==> src/rtl/rsa_modexp_ctrl_if.sv <==
// Load/result and modular-multiplier handshake bundle for rsa_modexp_ctrl.
// Latency: none, wires only.
// Backpressure: none; the multiplier paces the controller through mul_start/mul_done.
interface rsa_modexp_ctrl_if #(
    parameter int DATA_WIDTH = 16
);
    logic                  ctrl_load;
    logic [DATA_WIDTH-1:0] ctrl_din;
    logic                  ctrl_busy;
    logic                  ctrl_done;
    logic                  ctrl_err;
    logic [1:0]            ctrl_err_code;
    logic [DATA_WIDTH-1:0] ctrl_c;
    logic                  mul_start;
    logic [DATA_WIDTH-1:0] mul_a;
    logic [DATA_WIDTH-1:0] mul_b;
    logic [DATA_WIDTH-1:0] mul_n;
    logic                  mul_done;
    logic [DATA_WIDTH-1:0] mul_p;

    // Environment side: host loading operands plus the external multiplier.
    modport master (
        output ctrl_load, ctrl_din, mul_done, mul_p,
        input  ctrl_busy, ctrl_done, ctrl_err, ctrl_err_code, ctrl_c,
               mul_start, mul_a, mul_b, mul_n
    );

    // Controller side.
    modport slave (
        input  ctrl_load, ctrl_din, mul_done, mul_p,
        output ctrl_busy, ctrl_done, ctrl_err, ctrl_err_code, ctrl_c,
               mul_start, mul_a, mul_b, mul_n
    );
endinterface

==> src/rtl/rsa_modexp_ctrl.sv <==
// Serially loads M, E (LSW first), N and computes C = M^E mod N by left-to-right square-and-multiply.
// Latency: CHECK + leading-zero NORM steps + per-bit (NEXT + SQR + L [+ MUL + L]) + DONE.
// Backpressure: stalls in SQR_W/MUL_W until mul_done; ctrl_load is ignored while busy.
module rsa_modexp_ctrl #(
    parameter int DATA_WIDTH = 16,
    parameter int EXP_WIDTH  = 16
) (
    input  logic               ctrl_clk,
    input  logic               ctrl_rst,
    rsa_modexp_ctrl_if.slave   bus
);
    localparam int EXP_WORDS = EXP_WIDTH / DATA_WIDTH;
    localparam int WW        = $clog2(EXP_WORDS + 1);
    localparam int CNT_W     = $clog2(EXP_WIDTH);
    localparam logic [WW-1:0]    LAST_WORD = WW'(EXP_WORDS);
    localparam logic [CNT_W-1:0] CNT_TOP   = CNT_W'(EXP_WIDTH - 1);

    typedef enum logic [3:0] {
        IDLE, LOAD_M, WAIT_M, LOAD_E, WAIT_E, LOAD_N, WAIT_N, CHECK,
        NORM, SQR, SQR_W, MUL, MUL_W, NEXT, DONE, ERROR
    } state_t;

    state_t                state_q;
    logic [DATA_WIDTH-1:0] m_q, n_q, x_q, c_q, mul_a_q, mul_b_q;
    logic [EXP_WIDTH-1:0]  e_q;
    logic [CNT_W-1:0]      cnt_q;
    logic [WW-1:0]         wcnt_q;
    logic                  busy_q, done_q, err_q, mul_start_q;
    logic [1:0]            code_q;

    logic [EXP_WIDTH-1:0]  e_load_d;
    logic [EXP_WIDTH-1:0]  e_shl_d;

    // Exponent words arrive LSW first: each new word enters at the top and older words move down.
    always_comb begin
        e_load_d = (e_q >> DATA_WIDTH) | (EXP_WIDTH'(bus.ctrl_din) << (EXP_WIDTH - DATA_WIDTH));
        e_shl_d  = e_q << 1;
    end

    // Main controller: load sequencing, operand checks and the square-and-multiply loop.
    always_ff @(posedge ctrl_clk) begin
        if (ctrl_rst) begin
            state_q     <= IDLE;
            m_q         <= '0;
            e_q         <= '0;
            n_q         <= '0;
            x_q         <= '0;
            c_q         <= '0;
            mul_a_q     <= '0;
            mul_b_q     <= '0;
            cnt_q       <= '0;
            wcnt_q      <= '0;
            busy_q      <= 1'b0;
            done_q      <= 1'b0;
            err_q       <= 1'b0;
            code_q      <= 2'b00;
            mul_start_q <= 1'b0;
        end else begin
            mul_start_q <= 1'b0;
            case (state_q)
                IDLE: state_q <= LOAD_M;
                LOAD_M: if (bus.ctrl_load) begin
                    m_q     <= bus.ctrl_din;
                    wcnt_q  <= '0;
                    done_q  <= 1'b0;
                    err_q   <= 1'b0;
                    code_q  <= 2'b00;
                    state_q <= WAIT_M;
                end
                WAIT_M: if (!bus.ctrl_load) state_q <= LOAD_E;
                LOAD_E: if (bus.ctrl_load) begin
                    e_q     <= e_load_d;
                    wcnt_q  <= wcnt_q + 1'b1;
                    state_q <= WAIT_E;
                end
                WAIT_E: if (!bus.ctrl_load) state_q <= (wcnt_q == LAST_WORD) ? LOAD_N : LOAD_E;
                LOAD_N: if (bus.ctrl_load) begin
                    n_q     <= bus.ctrl_din;
                    state_q <= WAIT_N;
                end
                WAIT_N: if (!bus.ctrl_load) begin
                    busy_q  <= 1'b1;
                    state_q <= CHECK;
                end
                CHECK: begin
                    if (n_q == '0) begin
                        code_q  <= 2'b01;
                        state_q <= ERROR;
                    end else if (m_q >= n_q) begin
                        code_q  <= 2'b10;
                        state_q <= ERROR;
                    end else if (e_q == '0) begin
                        // x^0 is 1, except that everything is 0 modulo 1.
                        x_q     <= (n_q == DATA_WIDTH'(1)) ? '0 : DATA_WIDTH'(1);
                        state_q <= DONE;
                    end else begin
                        x_q     <= m_q;
                        cnt_q   <= CNT_TOP;
                        state_q <= NORM;
                    end
                end
                // Skip leading zeros; the leading one is consumed here since x already equals M.
                NORM: begin
                    e_q <= e_shl_d;
                    if (!e_q[EXP_WIDTH-1]) cnt_q   <= cnt_q - 1'b1;
                    else                   state_q <= NEXT;
                end
                NEXT: begin
                    if (cnt_q == '0) begin
                        state_q <= DONE;
                    end else begin
                        cnt_q   <= cnt_q - 1'b1;
                        state_q <= SQR;
                    end
                end
                SQR: begin
                    mul_start_q <= 1'b1;
                    mul_a_q     <= x_q;
                    mul_b_q     <= x_q;
                    state_q     <= SQR_W;
                end
                // A done coincident with our own start pulse belongs to nothing we issued.
                SQR_W: if (bus.mul_done && !mul_start_q) begin
                    x_q     <= bus.mul_p;
                    e_q     <= e_shl_d;
                    state_q <= e_q[EXP_WIDTH-1] ? MUL : NEXT;
                end
                MUL: begin
                    mul_start_q <= 1'b1;
                    mul_a_q     <= x_q;
                    mul_b_q     <= m_q;
                    state_q     <= MUL_W;
                end
                MUL_W: if (bus.mul_done && !mul_start_q) begin
                    x_q     <= bus.mul_p;
                    state_q <= NEXT;
                end
                DONE: begin
                    c_q     <= x_q;
                    done_q  <= 1'b1;
                    err_q   <= 1'b0;
                    busy_q  <= 1'b0;
                    state_q <= LOAD_M;
                end
                ERROR: begin
                    c_q     <= '1;
                    done_q  <= 1'b1;
                    err_q   <= 1'b1;
                    busy_q  <= 1'b0;
                    state_q <= LOAD_M;
                end
                default: state_q <= IDLE;
            endcase
        end
    end

    assign bus.ctrl_busy     = busy_q;
    assign bus.ctrl_done     = done_q;
    assign bus.ctrl_err      = err_q;
    assign bus.ctrl_err_code = code_q;
    assign bus.ctrl_c        = c_q;
    assign bus.mul_start     = mul_start_q;
    assign bus.mul_a         = mul_a_q;
    assign bus.mul_b         = mul_b_q;
    assign bus.mul_n         = n_q;
endmodule

==> src/flat_wrapper.sv <==
// flat-port wrapper written by rule: the top's interface ports become plain ports
module rsa_modexp_ctrl_flat 
#(
    parameter int DATA_WIDTH = 16,
    parameter int EXP_WIDTH  = 16
)
  (ctrl_clk, ctrl_rst, bus_ctrl_load, bus_ctrl_din, bus_mul_done, bus_mul_p, bus_ctrl_busy, bus_ctrl_done, bus_ctrl_err, bus_ctrl_err_code, bus_ctrl_c, bus_mul_start, bus_mul_a, bus_mul_b, bus_mul_n);
  rsa_modexp_ctrl_if #(.DATA_WIDTH(DATA_WIDTH)) bus_i ();
  input  logic ctrl_clk;
  input  logic ctrl_rst;
  input wire logic [$bits(bus_i.ctrl_load)-1:0] bus_ctrl_load;
  input wire logic [$bits(bus_i.ctrl_din)-1:0] bus_ctrl_din;
  input wire logic [$bits(bus_i.mul_done)-1:0] bus_mul_done;
  input wire logic [$bits(bus_i.mul_p)-1:0] bus_mul_p;
  output wire logic [$bits(bus_i.ctrl_busy)-1:0] bus_ctrl_busy;
  output wire logic [$bits(bus_i.ctrl_done)-1:0] bus_ctrl_done;
  output wire logic [$bits(bus_i.ctrl_err)-1:0] bus_ctrl_err;
  output wire logic [$bits(bus_i.ctrl_err_code)-1:0] bus_ctrl_err_code;
  output wire logic [$bits(bus_i.ctrl_c)-1:0] bus_ctrl_c;
  output wire logic [$bits(bus_i.mul_start)-1:0] bus_mul_start;
  output wire logic [$bits(bus_i.mul_a)-1:0] bus_mul_a;
  output wire logic [$bits(bus_i.mul_b)-1:0] bus_mul_b;
  output wire logic [$bits(bus_i.mul_n)-1:0] bus_mul_n;
  assign bus_i.ctrl_load = bus_ctrl_load;
  assign bus_i.ctrl_din = bus_ctrl_din;
  assign bus_i.mul_done = bus_mul_done;
  assign bus_i.mul_p = bus_mul_p;
  assign bus_ctrl_busy = bus_i.ctrl_busy;
  assign bus_ctrl_done = bus_i.ctrl_done;
  assign bus_ctrl_err = bus_i.ctrl_err;
  assign bus_ctrl_err_code = bus_i.ctrl_err_code;
  assign bus_ctrl_c = bus_i.ctrl_c;
  assign bus_mul_start = bus_i.mul_start;
  assign bus_mul_a = bus_i.mul_a;
  assign bus_mul_b = bus_i.mul_b;
  assign bus_mul_n = bus_i.mul_n;
  rsa_modexp_ctrl #(.DATA_WIDTH(DATA_WIDTH), .EXP_WIDTH(EXP_WIDTH)) u_core (.ctrl_clk(ctrl_clk), .ctrl_rst(ctrl_rst), .bus(bus_i));
endmodule
==> config.mk <==
export PLATFORM = sky130hd
export DESIGN_NAME = rsa_modexp_ctrl_flat
export DESIGN_NICKNAME = d
export VERILOG_FILES = /design/src/rtl/rsa_modexp_ctrl_if.sv /design/src/rtl/rsa_modexp_ctrl.sv /design/src/flat_wrapper.sv
export SDC_FILE = /design/constraint.sdc
export NUM_CORES = 1
export LEC_CHECK = 0
export ABC_CLOCK_PERIOD_IN_PS = 6800
export CORE_MARGIN = 2
export CORE_UTILIZATION = 57
export DETAILED_ROUTE_END_ITERATION = 12
export PLACE_DENSITY = 0.9
export SLEW_MARGIN = 10
export SYNTH_ARGS = -nofsm -noshare
export SYNTH_HDL_FRONTEND = slang
export SYNTH_SLANG_ARGS = --single-unit
==> constraint.sdc <==
create_clock -name ctrl_clk -period 6.8 [get_ports ctrl_clk]
set_clock_uncertainty 0.1 [all_clocks]
set_input_delay 1.36 -clock ctrl_clk [delete_from_list [all_inputs] [get_ports ctrl_clk]]
set_output_delay 1.36 -clock ctrl_clk [all_outputs]
set_load 0.05 [all_outputs]
Yosys cells after proc, flatten, opt, wreduce, memory -nomap -nowiden
Cells that the tools add are included.

Memory bits (read-only): 0. Flip-flop bits (word level): 127. Memories: 0. Bits in latches: 0. RAM bits: 0. Output and inout port bits: 70. Word-level logic and storage cells: 126.

Eq/ne operators: 32. Div/mod/pow operators: 0. Order comparisons: 1. Mux-type cells: 45. Shift operators: 0. Add/subtract/negate cells: 2. Multiply operators: 0. Bitwise logic cells: 0. Reduce and logical (&&, ||, !) cells: 31.

Operators by type and width (count): 16-bit two-way mux (6); 16-bit case mux with 2 select lines (3); 4-bit two-way mux (16); 4-bit case mux with 14 select lines (1); 16-bit case mux with 3 select lines (1); 4-bit == test (second input constant) (8); 16-bit zero test (2); 2-bit != test (second input constant) (11); 16-bit by 1-bit == test with 1-bit output (second input constant) (1); 4-bit by 3-bit == test with 1-bit output (second input constant) (4); 16-bit >= comparator (1); 2-bit nonzero test (7); 3-bit two-way mux (4); 4-bit case mux with 3 select lines (1); 2-bit AND reduction (5); 3-bit AND reduction (3); 9-bit AND reduction (1); 3-bit nonzero test (3); 4-bit by 2-bit == test with 1-bit output (second input constant) (2); 4-bit zero test (2); 2-bit by 1-bit != test with 1-bit output (second input constant) (4); 2-bit two-way mux (3); 1-bit case mux with 2 select lines (3); 6-bit AND reduction (1); 12 further kinds (18).

Depth between registers and ports, before layout
Depth after elaboration: 6. Mapped depth: 10.

Least setup slack after synthesis
No wires, ideal clock.

Path kind: reg-to-reg. From: reg u_core.n_q[14] (netlist: u_core.bus.mul_n[14]). To: reg u_core.x_q[10]. Required time: 6.555 ns. Data arrival time: 2.546 ns. Cell stages (with the launch flop): 11. Slack: 4.010 ns. Buffers on the path: 2. Period minus slack after synthesis: 2.790 ns. Path through: dfxtp_1 -> inv_1 -> ha_1 -> nand2_1 -> nor4_2 -> or4b_4 -> nand4_4 -> and2_4 -> buf_6 -> buf_12 -> a211oi_2.

Longest elaborated chain between the ends: 3. Elaborated cells between the ends (all ways): 5. Those cells by class: order compare: 1; eq/ne: 2; reduce/logical: 2.

RTL lines: from (decl) (line rsa_modexp_ctrl.sv:24) `logic [DATA_WIDTH-1:0] m_q, n_q, x_q, c_q, mul_a_q, mul_b_q;`; from (signal assigned) (line rsa_modexp_ctrl.sv:78) `n_q <= bus.ctrl_din;`; 16-bit >= comparator or 16-bit zero test (tied branches) (line rsa_modexp_ctrl.sv:89, rsa_modexp_ctrl.sv:86); 2-bit != test (no line); 4-bit AND reduction (no line) (*); to (signal assigned) (line rsa_modexp_ctrl.sv:94) `x_q <= (n_q == DATA_WIDTH'(1)) ? '0 : DATA_WIDTH'(1);`; to (signal assigned) (line rsa_modexp_ctrl.sv:97) `x_q <= m_q;`; to (signal assigned) (line rsa_modexp_ctrl.sv:124) `x_q <= bus.mul_p;`; to (decl) (line rsa_modexp_ctrl.sv:24).

Every way passes the cells marked *; elsewhere a longest branch is shown, timed or not. A chain may end at the register's enable or synchronous reset.

Worst setup path after layout
From: reg u_core.n_q[0] (netlist: u_core.bus.mul_n[0]). To: out bus_mul_n[0].

RTL lines: to (decl) (line flat_wrapper.sv:23) `output wire logic [$bits(bus_i.mul_n)-1:0] bus_mul_n;`.

No word-level cell between the ends.

==> impl_metrics.env <==
export IMPL_outcome="finished clean"
export IMPL_r2r_end="u_core.x_q[3]"
export IMPL_crit_path_start_kind="flip-flop"
export IMPL_multiInputGateArea_sq_mm=0.00300
export IMPL_critical_path_max_stage_delay_ns=0.88
export IMPL_area_delta_synth_final_pct=27.5
export IMPL_timing_fmax_ghz=0.295
export IMPL_fp_dieH_um=106
export IMPL_slew_headroom=0.301
export IMPL_clkPwrFrac=0.384
export IMPL_async_flop_share=0
export IMPL_cp_required_ns=5.34
export IMPL_cts_buffers=17
export IMPL_critPathKind="reg -> out"
export IMPL_synth_seq_cells=127
export IMPL_setup_viol=0
export IMPL_portBuffers=105
export IMPL_final_layout_size_suffix_gt1_frac=0.0921
export IMPL_vias=5580
export IMPL_yosys_cell_types_count=60
export IMPL_via_per_inst=6.15
export IMPL_globalplace_congestion=0.897
export IMPL_firstDrtPassIters=7
export IMPL_fin_crit_sh=0.499
export IMPL_p_int_uw=1540
export IMPL_grt_pass1_wl_um=27400
export IMPL_cap_violations=0
export IMPL_power_leakage_uw=0.00250
export IMPL_critPathBufInv=1
export IMPL_r2r_start="u_core.state_q[1]"
export IMPL_die_area_sq_mm=0.0112
export IMPL_grt_pass1_vias=5544
export IMPL_postRouteAntennaNets=0
export IMPL_powerDensity_mw_per_mm2=308
export IMPL_tightest_slew_ns=1.04
export IMPL_grt_antenna_before_repair=0
export IMPL_comb_power_share=0.246
export IMPL_cts_tree="done"
export IMPL_hold_path_depth=2
export IMPL_clock_root_buffer="clkbuf_8"
export IMPL_whs_endpoint="u_core.bus.mul_a[15]"
export IMPL_syn_inst=678
export IMPL_cp_num_cells=1
export IMPL_ios=106
export IMPL_startpoint="u_core.bus.mul_n[0]"
export IMPL_min_period_ns=3.39
export IMPL_ys_flop_type="dfxtp_1"
export IMPL_cts_sinks=127
export IMPL_hold_start="u_core.bus.mul_a[15]"
export IMPL_hold_viol=0
export IMPL_ctsLongestPathBuffers=2
export IMPL_antennaDiodeCount=0
export IMPL_initial_utilization=0.579
export IMPL_clock_latency_ns=0.52
export IMPL_fin_cells=907
export IMPL_maxSlewViolCount=0
export IMPL_ys_seq_area_frac=0.429
export IMPL_end_kind="output port"
export IMPL_worst_path_max_delay_cell="clkdlybuf4s50_1"
export IMPL_ir_worst_vdd_uv=209
export IMPL_dp_cells=875
export IMPL_seqPwrFrac=0.370
export IMPL_clk_pin_slew_ns=0.06
export IMPL_arrival_ns=1.93
export IMPL_syn_area_sq_mm=0.00593
export IMPL_route_detailed_drc=0
export IMPL_crit_chain="clkdlybuf4s50_1"
export IMPL_register_area_sq_mm=0.00254
export IMPL_grt_max_degree=72
export IMPL_post_cts_buffers=0
export IMPL_core_area_sq_mm=0.0102
export IMPL_ys_warn_count=0
export IMPL_dp_hpwl_um=11300
export IMPL_cts_hold_buffers_added=0
export IMPL_nets=812
export IMPL_ff2ff_setup_slack_ns=3.53
export IMPL_track_usage=0.305
export IMPL_h_tree_depth=4
export IMPL_switching_share=0.337
export IMPL_drt_iter0_markers=528
export IMPL_synth_nets=732
export IMPL_grt_overflow_total=0
export IMPL_min_delay_path_class="reg -> reg"
export IMPL_fin_tns_setup_ns=0
export IMPL_cts_resized_gates=0
export IMPL_synth_edff_count=0
export IMPL_reg2reg_depth=7
export IMPL_rows=37
export IMPL_n_fill_cell=691
export IMPL_critical_path_max_fanout=6
export IMPL_dieWidth_um=106
export IMPL_crit_family="buffers and inverters"
export IMPL_rsz0062_at_grt="no"
export IMPL_wl_per_cell_um=18.7
export IMPL_p_switching_uw=783
export IMPL_wirelength_um=17000
export IMPL_avgSynthCellArea_sq_um=8.74
==> flip-flops by register name, indices dropped and copies added (netlist names) <==
| name | flops |
|---|---|
| u_core.bus.ctrl_err | 1 |
| u_core.cnt_q | 4 |
| u_core.bus.mul_start | 1 |
| u_core.wcnt_q | 1 |
| u_core.bus.mul_b | 16 |
| u_core.state_q | 4 |
| u_core.bus.mul_n | 16 |
| u_core.bus.mul_a | 16 |
| u_core.bus.ctrl_c | 16 |
| u_core.x_q | 16 |
| u_core.m_q | 16 |
| u_core.bus.ctrl_busy | 1 |
| u_core.bus.ctrl_err_code | 2 |
| u_core.bus.ctrl_done | 1 |
| u_core.e_q | 16 |
==> power by group through the flow <==
stage	clock network [uW]	logic (uW)	registers, uW
2_1_floorplan	0	424	856
3_3_place_gp	0	528	867
3_5_place_dp	0	546	871
4_1_cts	892	560	856
5_1_grt	932	618	866
6_report	893	571	860
==> metrics by stage <==
| step | worst slack (ns) | total power, uW | hold WS [ns] | util | instance area, sq um |
|---|---|---|---|---|---|
| after floorplan | 4.01 | 1280 | 0.342 | - | 5930 |
| after global placement | 2.94 | 1400 | 0.345 | 0.681 | 6960 |
| after detailed placement | 2.85 | 1420 | 0.353 | 0.681 | 6960 |
| after CTS | 3.28 | 2310 | 0.361 | 0.738 | 7550 |
| after global routing | 3.34 | 2420 | 0.377 | 0.738 | 7550 |
| final | 3.41 | 2320 | 0.361 | 0.738 | 7550 |
==> kinds of logic (layout without fill, tap and decap cells) <==
group	count (synthesis)	in the layout	share of synthesized area
compound gates	163	163	0.204
xor+xnor	2	2	0.00422
fa+ha+maj	18	18	0.0380
buf+inv	92	185	0.0690
flops	127	127	0.429
mux	49	49	0.0830
simple gates	227	227	0.173
==> worst max-delay path by stage <==
stage,end,slack [ns]
floorplan,u_core.x_q[10],4.01
global placement,u_core.e_q[0],2.94
detailed placement,u_core.e_q[4],2.85
CTS,u_core.e_q[13],3.28
global route,bus_mul_n[0],3.34
finish,bus_mul_n[0],3.41
==> cell usage after synthesis, types with 3 or more instances <==
master    instances  share of area
a211oi_2         11          0.023
nor2_1           96          0.061
a21oi_1          50          0.042
mux2i_1          48          0.081
o21ai_1           3         0.0025
buf_6             4         0.0076
and2_1            3         0.0032
nand3_1           3         0.0025
nand2b_1          6         0.0063
a221oi_1          3         0.0044
nand2_1          82          0.052
buf_1             3         0.0019
o21ai_0           5         0.0042
a222oi_1         16          0.027
dfxtp_1         127           0.43
ha_1             18          0.038
nor4_1            7         0.0074
a211oi_1         53          0.067
nor3_1            6         0.0051
inv_1            40          0.025
clkbuf_1         31          0.020
buf_2            11         0.0093
nand4_1           3         0.0032
==> layout make-up <==
class / count / area share
Clock buffer: 18 / 0.0566
Multi-Input combinational cell: 459 / 0.397
Tap cell: 136 / 0.0225
Sequential cell: 127 / 0.337
Inverter: 41 / 0.0204
Timing Repair Buffer: 112 / 0.146
Clock inverter: 14 / 0.0207
==> routing by layer <==
metal | routed length, um | vias up | GRT usage
li1 | - | 2582 | -
met1 | 6920 | 2631 | 0.384
met2 | 8250 | 319 | 0.511
met3 | 1310 | 48 | 0.0613
met4 | 501 | 0 | 0.133
met5 | 0 | - | 0
==> cell usage in the layout (no fill, tap or decap), drive strengths merged, types with 3 or more instances in the layout <==
master / netlist / routed
clkinv: 0 / 4
nand2b: 6 / 6
inv: 41 / 45
clkdlybuf4s50: 0 / 104
a21oi: 50 / 50
a221oi: 4 / 4
clkinvlp: 0 / 4
nand3: 4 / 4
nand2: 82 / 82
a211oi: 64 / 64
ha: 18 / 18
mux2i: 48 / 48
o211ai: 3 / 3
nand4: 4 / 4
a222oi: 16 / 16
buf: 20 / 8
nor4: 9 / 9
o21ai: 8 / 8
and2: 4 / 4
nor3: 6 / 6
nor2: 96 / 96
dfxtp: 127 / 127
clkbuf: 31 / 18
No activity file was read; power rests on OpenSTA's default activity.
